`config.mk`:
```
export PLATFORM = sky130hd
export DESIGN_NAME = cam_ctrl
export DESIGN_NICKNAME = d
export VERILOG_FILES = /design/src/rtl/cam_pkg.sv /design/src/rtl/cam_sat_cnt.sv /design/src/rtl/cam_ctrl.sv
export SDC_FILE = /design/constraint.sdc
export NUM_CORES = 1
export LEC_CHECK = 0
export ABC_AREA = 1
export BUFFER_PORTS_ARGS = -buffer_cell sky130_fd_sc_hd__buf_2
export CAP_MARGIN = 10
export CORE_UTILIZATION = 51
export DETAILED_ROUTE_END_ITERATION = 10
export PLACE_DENSITY = 0.82
export SYNTH_ARGS = -nofsm -noshare
export SYNTH_HDL_FRONTEND = slang
export SYNTH_HIERARCHICAL = 1
export SYNTH_SLANG_ARGS = --single-unit
```
`constraint.sdc`:
```
create_clock -name clk -period 2.2 [get_ports clk]
set_input_delay 0.66 -clock clk [delete_from_list [all_inputs] [get_ports clk]]
set_output_delay 0.66 -clock clk [all_outputs]
set_load 0.005 [all_outputs]
```
`src/rtl/cam_pkg.sv`:
```
// Shared constants and the controller state type for the CAM port controller.
package cam_pkg;
   localparam int NB_MEM    = 14;
   localparam int SIZE_ADDR = 4;
   localparam int CAM_DW    = 8;
   localparam int CAM_AW    = 5;

   typedef enum logic [2:0] {
      ST_LOAD    = 3'd0,
      ST_PAD     = 3'd1,
      ST_READY   = 3'd2,
      ST_ISSUE   = 3'd3,
      ST_CAPTURE = 3'd4,
      ST_RESP    = 3'd5
   } cam_ctrl_st_t;
endpackage

```
`src/rtl/cam_sat_cnt.sv`:
```
// Saturating up-counter with synchronous clear; holds at all-ones.
module cam_sat_cnt #(
   parameter int W = 8
) (
   input  logic         clk,
   input  logic         rst,
   input  logic         clr_i,
   input  logic         inc_i,
   output logic [W-1:0] cnt_o
);
   localparam logic [W-1:0] ONE = W'(1);

   logic [W-1:0] cnt_q, cnt_d;

   always_comb begin
      cnt_d = cnt_q;
      if (clr_i)
         cnt_d = '0;
      else if (inc_i && (cnt_q != '1))
         cnt_d = cnt_q + ONE;
   end

   always_ff @(posedge clk or posedge rst) begin
      if (rst) cnt_q <= '0;
      else     cnt_q <= cnt_d;
   end

   assign cnt_o = cnt_q;
endmodule

```
`src/rtl/cam_ctrl.sv`:
```
// CAM initiator: loads/pads the table from a byte stream, then runs key lookups.
// Optional miss counter port enabled by defining CAM_CTRL_MISS_CNT_EN.
module cam_ctrl
   import cam_pkg::*;
#(
   parameter int NB_MEM    = cam_pkg::NB_MEM,
   parameter int SIZE_ADDR = cam_pkg::SIZE_ADDR
) (
   input  logic              clk,
   input  logic              rst,
   input  logic              load_valid,
   output logic              load_ready,
   input  logic [CAM_DW-1:0] load_data,
   input  logic              load_last,
   input  logic              reload,
   input  logic              key_valid,
   output logic              key_ready,
   input  logic [CAM_DW-1:0] key_data,
   output logic              res_valid,
   input  logic              res_ready,
   output logic [CAM_AW-1:0] res_index,
   output logic              res_found,
   output logic              loaded,
   output logic              cam_write,
   output logic              cam_enable,
   output logic [CAM_AW-1:0] cam_addr,
   output logic [CAM_DW-1:0] cam_data,
   input  logic [CAM_AW-1:0] cam_out,
   input  logic              cam_found,
`ifdef CAM_CTRL_MISS_CNT_EN
   output logic [7:0]        miss_cnt,
`endif
   output cam_ctrl_st_t      dbg_state
);
   localparam logic [CAM_AW-1:0] LAST_IDX = CAM_AW'(NB_MEM - 1);
   localparam logic [CAM_AW-1:0] ONE      = CAM_AW'(1);

   cam_ctrl_st_t      state_q, state_d;
   logic [CAM_AW-1:0] ptr_q, ptr_d, count_q, count_d;
   logic              cam_write_q, cam_write_d, cam_enable_q, cam_enable_d;
   logic [CAM_AW-1:0] cam_addr_q, cam_addr_d;
   logic [CAM_DW-1:0] cam_data_q, cam_data_d;
   logic [CAM_AW-1:0] res_index_q, res_index_d, last_real, hit_idx;
   logic              res_found_q, res_found_d;

   // The CAM reports the highest matching index, so pad hits are folded back
   // onto the last real entry, which holds the same byte.
   assign last_real = count_q - ONE;
   assign hit_idx   = (cam_out > last_real) ? last_real : cam_out;

   always_comb begin
      state_d      = state_q;
      ptr_d        = ptr_q;
      count_d      = count_q;
      cam_write_d  = 1'b0;
      cam_enable_d = 1'b0;
      cam_addr_d   = cam_addr_q;
      cam_data_d   = cam_data_q;
      res_index_d  = res_index_q;
      res_found_d  = res_found_q;
      load_ready   = 1'b0;
      key_ready    = 1'b0;
      res_valid    = 1'b0;
      case (state_q)
         ST_LOAD: begin
            load_ready = 1'b1;
            if (load_valid) begin
               cam_write_d = 1'b1;
               cam_addr_d  = ptr_q;
               cam_data_d  = load_data;
               ptr_d       = ptr_q + ONE;
               count_d     = count_q + ONE;
               if (ptr_q == LAST_IDX) state_d = ST_READY;
               else if (load_last)    state_d = ST_PAD;
            end
         end
         ST_PAD: begin
            // cam_data_q still holds the last loaded byte
            cam_write_d = 1'b1;
            cam_addr_d  = ptr_q;
            ptr_d       = ptr_q + ONE;
            if (ptr_q == LAST_IDX) state_d = ST_READY;
         end
         ST_READY: begin
            key_ready = !reload;
            if (reload) begin
               state_d = ST_LOAD;
               ptr_d   = '0;
               count_d = '0;
            end else if (key_valid) begin
               cam_enable_d = 1'b1;
               cam_data_d   = key_data;
               state_d      = ST_ISSUE;
            end
         end
         ST_ISSUE: state_d = ST_CAPTURE;
         ST_CAPTURE: begin
            res_found_d = cam_found;
            res_index_d = CAM_AW'(hit_idx[SIZE_ADDR-1:0]);
            state_d     = ST_RESP;
         end
         ST_RESP: begin
            res_valid = 1'b1;
            if (res_ready) state_d = ST_READY;
         end
         default: state_d = ST_LOAD;
      endcase
   end

   always_ff @(posedge clk or posedge rst) begin
      if (rst) begin
         state_q      <= ST_LOAD;
         ptr_q        <= '0;
         count_q      <= '0;
         cam_write_q  <= 1'b0;
         cam_enable_q <= 1'b0;
         cam_addr_q   <= '0;
         cam_data_q   <= '0;
         res_index_q  <= '0;
         res_found_q  <= 1'b0;
      end else begin
         state_q      <= state_d;
         ptr_q        <= ptr_d;
         count_q      <= count_d;
         cam_write_q  <= cam_write_d;
         cam_enable_q <= cam_enable_d;
         cam_addr_q   <= cam_addr_d;
         cam_data_q   <= cam_data_d;
         res_index_q  <= res_index_d;
         res_found_q  <= res_found_d;
      end
   end

   assign loaded     = (state_q == ST_READY) || (state_q == ST_ISSUE) ||
                       (state_q == ST_CAPTURE) || (state_q == ST_RESP);
   assign cam_write  = cam_write_q;
   assign cam_enable = cam_enable_q;
   assign cam_addr   = cam_addr_q;
   assign cam_data   = cam_data_q;
   assign res_index  = res_index_q;
   assign res_found  = res_found_q;
   assign dbg_state  = state_q;

`ifdef CAM_CTRL_MISS_CNT_EN
   cam_sat_cnt #(.W(8)) u_miss_cnt (
      .clk   (clk),
      .rst   (rst),
      .clr_i ((state_q == ST_READY) && reload),
      .inc_i (res_valid && res_ready && !res_found_q),
      .cnt_o (miss_cnt)
   );
`endif
endmodule

```
==> summary by stage, run 1 <==
Power
The maximum ir drop on the vdd rail is 0.625 mV. The total power per unit cell area is 1380 mW/mm2. The leakage power is roughly 1.2 nW. The design draws ~3.2 mW.

Detailed routing
The post-route DRC violation count is 0. Once detail routing completed, the nets flagged for antenna violations numbered 0. The count of routing violations after the opening detailed-route iteration is 63. After detailed routing, the total wire length is around 3.8 mm.

The first detailed-routing pass took 4 iterations. The average wire per standard cell is 11.2 um. The via density per instance is 4.93. The total via count in the routed design is 1680.

Setup path
Traced cell by cell, the critical path runs through inv_2 > nand3_4 > nor2_4 > buf_2. The number of cells on the worst reg-to-reg path is 12. On the worst path, the slowest cell contributes a delay of 0.46 ns. Among all stages on the critical path, the largest delay is contributed by dfrtp_1. The start-to-end type of the worst setup path is flop to primary output. The critical path starts at dbg_state[2].

The worst setup path is launched from a flop. The worst endpoint data arrival time is 1.42 ns. Data on the critical path is required at its endpoint by ~1.5 ns. Of all nets on the critical path, the largest fanout is 14. The start of the worst register-to-register path is count_q[0]. The worst setup path is captured at a primary output.

Final layout
The number of standard cells in the final layout excluding fillers is between 300 and 400. Summing all non-filler instances in the final layout gives an area of about 0.0023 mm2. The antenna cell count is 0. The total of fill cells in the finished design is 315. At the end of the flow the core is filled with cells to 0.665. Of the cells placed in the final design, the portion with a size suffix greater than 1 is 0.292. The net count of the finished layout is approximately 330. The area added between synthesis and finish is 21.0%.

Clock tree
Counting every sink on the clock net gives 33. The insertion delay of the later-clocked pin in the worst-skew pair is between 0.2 and 0.3 ns. The clock slew seen by the registers of the worst setup and hold paths is 0.06 ns. The maximum root-to-sink buffer count is 2. Clock tree synthesis selected as its root buffer the cell clkbuf_8. The deepest level of the CTS H-tree is 2. The CTS tree is yes. TritonCTS created 5 clock buffers.

Place
Input and output buffers added on the ports amount to 55. Prior to clock tree synthesis, the placed netlist has a worst setup slack of 0.0986 ns. At the end of routability-driven placement, the weighted congestion stood at 0.819. Once placement completed, the tool counted placed cells totaling around 330. The placed wire-length estimate is 2.88 mm. The standard cell area after detailed placement is 0.00221 mm2.

Synth
The area of the mapped netlist is ~0.0019 mm2. Synthesis handed over a netlist of 236 instances. The netlist uses 31 different library cells.

Of the synthesized area, sequential elements account for 0.433. The async set-or-reset flop fraction in the synthesized netlist is 1.00. Synthesis inferred 33 register bits. During synthesis, Yosys emitted a total of 6 warnings.

The number of nets in the synthesized netlist is 274. Averaged over all synthesized cells, the footprint is about 8.1 um2. For this run, the leading register cell type out of synthesis is dfrtp_1. Yosys mapped a number of flops with a built-in enable equal to 0.

Floorplanning
The count of standard-cell rows is 21. The die is roughly 63 um tall. The initial core utilization is 0.549. The die covers around 0.0040 mm2.

The number of placed I/O pins is between 50 and 60. The die extent in x is around 63 um. The floorplan step defined a core boundary enclosing 0.00347 mm2.

STA
The final worst slack is 0.124 ns. The final cycle utilization of the critical path is 0.944. The setup skew after layout is 0.00307 ns. The final count of negative-setup-slack endpoints is 0. The number of hold violations in the final report is 0. The number of pins with negative max-slew slack in the final report was 0. Hold is met by 0.450 ns.

The minimum period implied by the final worst setup slack is approximately 2.1 ns. For this run, the top clock speed supported by timing is 482 MHz. The aggregate negative setup slack is 0 ns.

Global route
Entering global routing, the biggest net connects 34 pins. After global routing the overflow that remains totals 0. The wire length of the first global-routing pass is between 6 and 7 mm. The via count of the first global-routing pass is around 1600. The total track usage is 0.215. The number of antenna violations at the first check in global routing is 0.

Job
Across the run, the number of max-cap violations was 0.

Run status
The run finished with clean final reports.

Min path
The type of the tightest min-delay check is input pin to asynchronous set/reset pin.
state kept, by name (all words and copies together) (netlist names):
signal	cells
cam_addr	5
cam_data	8
cam_enable	1
cam_write	1
count_q	5
dbg_state	3
ptr_q	5
res_found	1
res_index	4
layer usage:
layer | vias to the layer above | track usage | part of all wire
met5 | - | 0 | 0
met4 | 0 | 0.102 | 0.019
met3 | 7 | 0.0489 | 0.046
met2 | 39 | 0.353 | 0.49
met1 | 771 | 0.267 | 0.45
li1 | 863 | - | -
report_power, final:
part	internal (mW)	switching (mW)	total [mW]
Clock	0.248	0.199	0.447
Sequential	0.877	0.195	1.07
Combinational	0.667	1.01	1.67
Total	1.79	1.40	3.19
repair_timing:
item / in CTS / in global routing
resized for setup: 0 / 5
setup endpoints to repair: 0 / 4
setup buffers: 0 / 0
hold buffers: 0 / 0
worst max-delay path, delay by kind of cell, from the launching register on:
family                 cells  cell delay [ns]
buffers and inverters      2             0.29
DFF                        1             0.46
and+or+nand+nor            2             0.39
path summary, 6_finish.rpt:
kind                            slack (ns)           end
worst max-delay path                  0.12     key_ready
worst min-delay path                  0.45     cam_write
worst max register to register        0.19  res_index[1]
worst min register to register        0.47     res_found
max in group asynchronous             1.45  res_index[1]
min in group clk                      0.47     res_found
placed cells by master, fill, tap and decap left out, types with 2 or more instances in the layout:
cell type	count
inv_1	22
clkbuf_8	6
inv_2	6
nor2_1	21
xor2_1	5
o21ai_1	6
ha_1	9
a21oi_1	10
o21ai_0	13
nand2_2	5
or2_0	6
nand2_4	3
dfrtp_1	33
nand2_1	53
a21oi_2	2
nand3_1	21
nor2_4	2
or2_1	2
nor2_2	3
buf_2	55
kinds of logic after synthesis:
logic type                 after synthesis  share of synthesized area
and+or+nand+nor                        120                      0.297
AOI/OAI and AO/OA                       35                      0.106
DFF                                     33                      0.433
buffers and inverters                   32                     0.0755
adders and majority gates                9                     0.0591
xor gates and xnor gates                 6                     0.0276
other                                    1                    0.00197
Yosys cell counts, types with 2 or more instances:
cell / instances / share of area
o21ai_0: 13 / 0.034
nand3_1: 22 / 0.058
nor2_1: 22 / 0.043
a21oi_1: 10 / 0.026
a21oi_2: 2 / 0.0092
nor2_4: 2 / 0.012
o21ai_1: 6 / 0.016
or2_1: 2 / 0.0066
nand2_2: 3 / 0.0099
nand2_1: 55 / 0.11
dfrtp_1: 33 / 0.43
nor2_2: 2 / 0.0066
or2_0: 6 / 0.020
xor2_1: 5 / 0.023
ha_1: 9 / 0.059
nand2_4: 3 / 0.018
inv_2: 5 / 0.0099
inv_1: 23 / 0.045
cell type report:
cell class | instances | area (um2) | area share
timing repair buffer | 56 | 283 | 0.123
tap | 46 | 57.6 | 0.0250
clock buffer | 7 | 86.3 | 0.0374
sequential | 33 | 826 | 0.358
multi-input combinational | 171 | 948 | 0.411
inverter | 28 | 105 | 0.0456
Power figures use the tool's default switching activity.
==> run 2, diff against run 1 <==
Clock period 2.2 ns to 2 ns, I/O delays scaled along.
==> run 2 against run 1 <==
Net effect: core utilization is 3.8 points higher; worst hold slack worse by 0.066 ns; via count is 4.6% higher; critical path depth is 9 higher; clock-buffer cell count stayed put; die area stayed put; combinational power is 31% higher; largest cell class unchanged.
==> summary by stage, run 2 (same netlist as run 1, synthesis figures left out) <==
Run status
Run status: finished, final reports clean (unchanged).

Detailed routing
The post-detailed-route count of antenna-violating nets was 0 (unchanged). The average wire per standard cell is 12.4 um (was 11.2 um). The number of iterations in the first detailed-routing pass was 4 (unchanged). The total via count in the routed design was 1757 (was 1680).

The count of routing violations after the opening detailed-route iteration is 138 (was 63). The via density per instance is 5.06 (was 4.93). The final wirelength is 4.29 mm (was 3.83 mm). The post-route DRC violation count was 0 (unchanged).

Global route
The number of antenna violations at the first check in global routing was 0 (unchanged). The wire length of the first global-routing pass is 6.78 mm (was 6.62 mm). The total congestion overflow came to 0 (unchanged).

The via count of the first global-routing pass is 1576 (was 1550). The total track usage is 0.221 (was 0.215). The pin count of the biggest net entering global routing is 34 (unchanged).

Place
The count of port buffers added during placement is 55 (unchanged). The final estimated routing congestion in global placement is 0.825 (was 0.819). The placed wire-length estimate is 2.92 mm (was 2.88 mm).

Final layout
The register cell area after layout is 827 um2 (was 826 um2). The area added between synthesis and finish is 27.8% (was 21.0%). The number of nets in the layout is 338 (was 333). The utilization after layout came to 0.702 (was 0.665).

The total of fill cells in the finished design is 283 (was 315). Top library cells by usage in the layout, fill and taps aside: buf_2, nand2_1, dfrtp_1, inv_1, nor2_1 (was buf_2, nand2_1, dfrtp_1, inv_1). The flip-flop count of the largest register, all copies and words added came to 8 (unchanged). The leading cell type in the layout, fill and taps excluded is buf_2 (unchanged). The share of layout cells above drive strength 1 came to 0.355 (was 0.292). The antenna cell count was 0 (unchanged). The multi-input logic area is 0.00102 mm2 (was 948 um2).

Floorplanning
The height of the die is 63.1 um (unchanged). The core area is 0.00347 mm2 (unchanged). The count of standard-cell rows came to 21 (unchanged).

The die extent in x is 63.1 um (unchanged). The number of placed I/O pins came to 57 (unchanged). The initial core utilization is 0.549 (unchanged).

The area of the die is 0.00398 mm2 (unchanged).

Setup path
The biggest fanout along the worst timing path is 5 (was 14). The kind of capture point of the worst setup path is a flop (was primary output). The worst reg2reg path depth is 13 (was 12). The cell type of the slowest stage on the worst timing path is dfrtp_1 (unchanged). Critical Path, Cell by Cell: inv_2 > ha_4 > nand3_2 > xor2_1 > ha_1 > nand2_2 > inv_1 > nand2_2 > nand3_4 > nand2_4 > nand2_1 > nand3_1 > nand2_1 (was inv_2 > nand3_4 > nor2_4 > buf_2). The start of the worst register-to-register path is count_q[1] (was count_q[0]).

The launching element type of the critical path was a flop (unchanged). The worst endpoint data arrival time is 2.14 ns (was 1.42 ns). The start-to-end type of the worst setup path is flop to flop (was flop to primary output). The register-to-register setup slack came to 0.04 ns (was 0.19 ns). The stage delay of the slowest cell on the critical path is 0.41 ns (was 0.46 ns).

The required time of the critical path came to 2.18 ns (was 1.54 ns). The reg-to-reg critical path endpoint is res_index[3] (was res_index[1]).

Job
The number of max-cap violations is 0 (unchanged).

Clock tree
The clock root buffer master is clkbuf_8 (unchanged). The deepest level of the CTS H-tree is 2 (unchanged). The insertion delay of the later-clocked pin in the worst-skew pair is 0.29 ns (was 0.28 ns). The clock slew seen by the registers of the worst setup and hold paths came to 0.06 ns (about the same). The maximum root-to-sink buffer count is 2 (unchanged).

The number of sinks on the clock net is 33 (unchanged). The CTS tree is yes (unchanged). The CTS buffer count came to 5 (unchanged).

STA
The setup skew after layout is 0.00451 ns (was 0.00307 ns). Subtracting the final worst setup slack from the clock period gives 1.96 ns. The aggregate negative setup slack is 0 ns (unchanged). The final count of negative-setup-slack endpoints is 0 (unchanged). The maximum frequency from static timing analysis is about 500 MHz. The number of pins with negative max-slew slack in the final report is 0 (unchanged).

The final cycle utilization of the critical path is 0.981. The number of hold violations in the final report came to 0 (unchanged). Setup repair after global routing could not meet its margin everywhere.

Min path
The type of the tightest min-delay check is input pin to asynchronous set/reset pin (unchanged).

Power
The leakage power is 1.27 nW (was 1.23 nW). The maximum ir drop on the vdd rail is 0.609 mV (was 0.625 mV). The total power per unit cell area came to 1610 mW/mm2 (was 1380 mW/mm2).
[run 2: changes by cell type in the layout (fill, tap and decap cells not counted), sizes merged]
cell	delta
clkinv	+1
buf	+5
[run 2: report_power, final]
| part | internal (mW) | total, mW | switching, mW |
|---|---|---|---|
| combinational | 0.898 | 2.18 | 1.28 |
| clock | 0.311 | 0.548 | 0.237 |
| sequential | 0.966 | 1.19 | 0.221 |
| total | 2.18 | 3.92 | 1.74 |
[run 2: metal layers]
metal,global-route usage,up-vias,wire length [um]
li1,-,879,-
met1,0.274,818,1830
met2,0.366,53,2140
met3,0.0652,7,241
met4,0.0698,0,72
met5,0,-,0
[run 2: what timing repair did]
item                                    4_1_cts  5_1_grt
endpoints found under the setup margin        5        5
hold buffers                                  0        0
setup buffers                                 2        2
pin swaps                                     1        9
gates resized for setup                       2       21
[run 2: area by class of cell]
cell class              instances  share of cell area
well taps                      46              0.0236
inverters                      28              0.0431
multi-input cells             171               0.421
flip-flops and latches         33               0.339
repair buffers                 61               0.131
clock inverters                 1             0.00205
clock buffers                   7              0.0395
[run 2: worst max-delay path by stage]
stage                          start            to  slack, ns  cells past startpoint
final                     count_q[1]  res_index[3]       0.04                     13
after detailed placement  count_q[1]  res_index[3]      -0.02                     13
after CTS                 count_q[1]  res_index[3]      0.009                     12
after floorplan           count_q[0]  res_index[0]       0.08                     13
after global placement    count_q[0]  res_index[2]       0.09                     13
after global routing      count_q[1]  res_index[3]      -0.09                     12
[run 2: critical path: cells and delay by family (launching register included)]
kind / cells / cell delay [ns]
simple gates: 8 / 0.67
xor+xnor: 1 / 0.15
fa+ha+maj: 2 / 0.49
buf+inv: 2 / 0.16
flops: 1 / 0.41
[run 2: metrics by stage]
step,hold slack (ns),power [mW],cell area (um2),setup WS [ns],cells
final,0.384,3.92,2440,0.0379,347
after global routing,0.416,4.24,2440,-0.0938,347
after CTS,0.392,3.62,2340,0.00910,345
after detailed placement,0.455,3.01,2210,-0.0235,335
after global placement,0.449,2.95,2210,0.0854,335
after floorplan,0.465,2.48,1910,0.0788,236
==> run 3, diff against run 2 <==
Settings changed: ABC_AREA 1 to not set, MAX_ROUTING_LAYER set to met4.
==> run 3 against run 2 <==
Net effect: the run now ends with negative setup slack left; via count down 14%; clock skew down 0.0023 ns; worst setup slack worse by 0.14 ns; clock-buffer cell count unchanged; register-to-register slack worse by 0.14 ns; synthesized cell count down 23%; wire length down 12%; fmax down 6.6%; flip-flop and latch count unchanged; final area down 1.1%.
==> summary by stage, run 3 <==
Floorplanning
The count of standard-cell rows came to 21 (unchanged). The height of the die is 63.0 um (was 63.1 um). The die extent in x came to 63.0 um (was 63.1 um).

The number of placed I/O pins is 57 (unchanged). The area of the die is 0.00397 mm2 (was 0.00398 mm2). The core area came to 0.00344 mm2 (was 0.00347 mm2). The initial core utilization is 0.552 (was 0.549).

Synth
The number of synthesized flops with an enable pin is 0 (unchanged). The average footprint of a synthesized cell is 10.4 um2 (was 8.07 um2). The commonest register cell after synthesis is dfrtp_1 (unchanged).

The part of the Yosys area used for sequential elements was 0.435 (was 0.433). The top cell type's share of synthesized area came to 0.435 (was 0.433). Ranking of synthesized cells by area: dfrtp_1, ha_1, mux2i_1 (was dfrtp_1, nand2_1, ha_1).

The most common cell in the synthesized netlist was dfrtp_1 (was nand2_1). The count of synthesis-stage warnings from yosys was 6 (unchanged). The number of library cell types mapped by synthesis is 44 (was 31).

The post-synthesis cell type with the largest combined area is dfrtp_1 (unchanged). The async set-or-reset flop fraction in the synthesized netlist came to 1.00 (unchanged). The synthesized netlist cell count is 182 (was 236). The number of nets in the synthesized netlist came to 220 (was 274). The area of the mapped netlist is 0.00190 mm2 (was 0.00191 mm2). The count of state elements after synthesis is 33 (unchanged).

Post-synth top cells: dfrtp_1, nand2_1, inv_1, nor2_1, o21ai_0 (was nand2_1, dfrtp_1, inv_1).

STA
The number of hold violations in the final report is 0 (unchanged). RSZ-0062 raised after global routing: yes (unchanged). The final count of negative-setup-slack endpoints is 4 (was 0).

The maximum frequency from static timing analysis is 476 MHz (was 510 MHz). The minimum hold slack was 0.385 ns (was 0.384 ns). The number of pins with negative max-slew slack in the final report is 0 (unchanged). The final worst slack is -0.101 ns (was 0.0379 ns). The final cycle utilization of the critical path is 1.05 (was 0.981).

For the pin with the worst max-slew slack, the measured transition is 0.553 ns. The setup skew after layout is 0.00218 ns (was 0.00451 ns). The worst max-slew margin expressed relative to the limit is 0.632.

The minimum period implied by the final worst setup slack is 2.10 ns (was 1.96 ns).

Clock tree
The clock root buffer master was clkbuf_8 (unchanged). The CTS buffer count was 5 (unchanged). The CTS tree is yes (unchanged). The quantity of hold-fixing buffers added after cts came to 0 (unchanged). The maximum root-to-sink buffer count is 2 (unchanged). The deepest level of the CTS H-tree is 2 (unchanged). The insertion delay of the later-clocked pin in the worst-skew pair is 0.28 ns (was 0.29 ns).

The number of sinks on the clock net was 33 (unchanged). The clock slew seen by the registers of the worst setup and hold paths is 0.06 ns (about the same).

Detailed routing
The post-route DRC violation count is 0 (unchanged). The post-detailed-route count of antenna-violating nets is 0 (unchanged). The number of iterations in the first detailed-routing pass is 4 (unchanged). The total via count in the routed design is 1504 (was 1757). The average wire per standard cell is 12.7 um (was 12.4 um). The final wirelength is 3.77 mm (was 4.29 mm). The count of routing violations after the opening detailed-route iteration was 52 (was 138). The via density per instance is 5.08 (was 5.06).

Final layout
The utilization after layout was 0.700 (was 0.702). The share of layout cells above drive strength 1 is 0.432 (was 0.355). The leading cell type in the layout, fill and taps excluded is buf_2 (unchanged). The antenna cell count is 0 (unchanged). Top library cells by usage in the layout, fill and taps aside: buf_2, dfrtp_1, nand2_1, buf_4, nor2_1 (was buf_2, nand2_1, dfrtp_1, inv_1, nor2_1). The area added between synthesis and finish is 26.9% (was 27.8%).

The register cell area after layout came to 830 um2 (was 827 um2). The area of all placed cells without fillers is 0.00241 mm2 (was 0.00244 mm2). The flip-flop count of the largest register, all copies and words added came to 8 (unchanged). The number of nets in the layout is 288 (was 338). The multi-input logic area came to 996 um2 (was 0.00102 mm2). The total of fill cells in the finished design is 273 (was 283).

Global route
The pin count of the biggest net entering global routing is 34 (unchanged). The total track usage is 0.225 (was 0.221). The via count of the first global-routing pass is 1420 (was 1576). The wire length of the first global-routing pass is 6.56 mm (was 6.78 mm).

The total congestion overflow came to 0 (unchanged). The number of antenna violations at the first check in global routing is 0 (unchanged).

Power
The clock network fraction of total power was 0.134 (was 0.140). The cell internal power dissipation was 2.24 mW (was 2.18 mW). The total power per unit cell area is 1530 mW/mm2 (was 1610 mW/mm2). The maximum ir drop on the vdd rail is 0.750 mV (was 0.609 mV). The sequential cell fraction of total power is 0.338 (was 0.303).

The proportion of total power due to net switching is 0.391 (was 0.445). The combinational share of power is 0.528 (was 0.557). The leakage power came to 1.19 nW (was 1.27 nW).

The net switching component of the power is 1.44 mW (was 1.74 mW).

Setup path
The start-to-end type of the worst setup path is flop to flop (unchanged). The required time of the critical path is 2.17 ns (was 2.18 ns). The worst endpoint data arrival time came to 2.27 ns (was 2.14 ns). The kind of capture point of the worst setup path is a flop (unchanged). The first element of the critical path is count_q[1] (unchanged). The biggest fanout along the worst timing path came to 8 (was 5). The launching element type of the critical path is a flop (unchanged). The start of the worst register-to-register path is count_q[1] (unchanged).

Min path
The type of the tightest min-delay check is input pin to asynchronous set/reset pin (unchanged).

Place
The placed wire-length estimate is 2.82 mm (was 2.92 mm). The final estimated routing congestion in global placement is 0.800 (was 0.825). The count of port buffers added during placement is 55 (unchanged). The standard cell area after detailed placement is 0.00228 mm2 (was 0.00221 mm2). The worst slack at placement was -0.0567 ns (was -0.0235 ns).

Job
The number of max-cap violations is 0 (unchanged).

Run status
Run status: complete, but fails checks (was finished, final reports clean). The checks that failed: negative setup slack.
==> run 3: kinds of logic (layout without fill, tap and decap cells) <==
logic type / count (synthesis) / after routing / synth area share
AOI/OAI and AO/OA: 38 / 38 / 0.148
adders and majority gates: 9 / 9 / 0.0593
muxes: 14 / 14 / 0.0790
buffers and inverters: 22 / 90 / 0.0639
xor gates and xnor gates: 10 / 10 / 0.0461
DFF: 33 / 33 / 0.435
other: 1 / 1 / 0.00197
and+or+nand+nor: 55 / 55 / 0.167
==> run 3: power groups by stage <==
| stage | clock network (mW) | registers, mW | logic, mW |
|---|---|---|---|
| finish | 0.494 | 1.24 | 1.94 |
| detailed placement | 0 | 1.24 | 1.86 |
| CTS | 0.508 | 1.23 | 1.94 |
| global route | 0.542 | 1.29 | 2.17 |
| global placement | 0 | 1.23 | 1.79 |
| floorplan | 0 | 1.21 | 1.29 |
==> run 3: repair_timing <==
| item | CTS | global route |
|---|---|---|
| buffers inserted | 3 | 0 |
| pin swaps | 8 | 1 |
| endpoints found under the setup margin | 6 | 12 |
| gates resized for setup | 5 | 3 |
==> run 3: final cells by class <==
cell class,instances,area share
flip-flops and latches,33,0.344
clock buffers,7,0.0358
multi-input cells,127,0.413
inverters,12,0.0187
repair buffers,71,0.164
well taps,46,0.0239
==> run 3: path summary, 6_finish.rpt <==
path                           endpoint  slack, ns  depth (start not counted)
setup / recovery           res_index[0]      -0.10                          9
min in group clk              res_found       0.47                          2
hold reg to reg               res_found       0.47                          2
max in group asynchronous  dbg_state[2]       1.29                          3
setup reg to reg           res_index[0]      -0.10                          9
hold / removal             res_index[3]       0.38                          3
==> run 3: stage by stage <==
stage          setup TNS [ns]  total power, mW  instances
6_report               -0.258             3.68        296
5_1_grt                -0.716             4.00        296
4_1_cts                -0.189             3.68        296
3_5_place_dp           -0.183             3.09        286
3_3_place_gp         -0.00583             3.02        286
2_1_floorplan          -0.176             2.50        182
==> run 3: worst max-delay path, stage by stage, from the launching register on <==
cell,delay (ns)
dfrtp_1,0.41
inv_2,0.07
ha_4,0.13
nand2_2,0.04
xor2_1,0.14
ha_1,0.31
nand4_1,0.15
or2_4,0.30
and4_1,0.16
a211o_1,0.27
==> run 3: metal layers <==
metal / vias up / GRT usage / routed length, um
met4: 0 / 0.0610 / 52
met1: 687 / 0.287 / 1680
met3: 6 / 0.0657 / 173
met5: - / - / 0
met2: 38 / 0.347 / 1870
li1: 773 / - / -
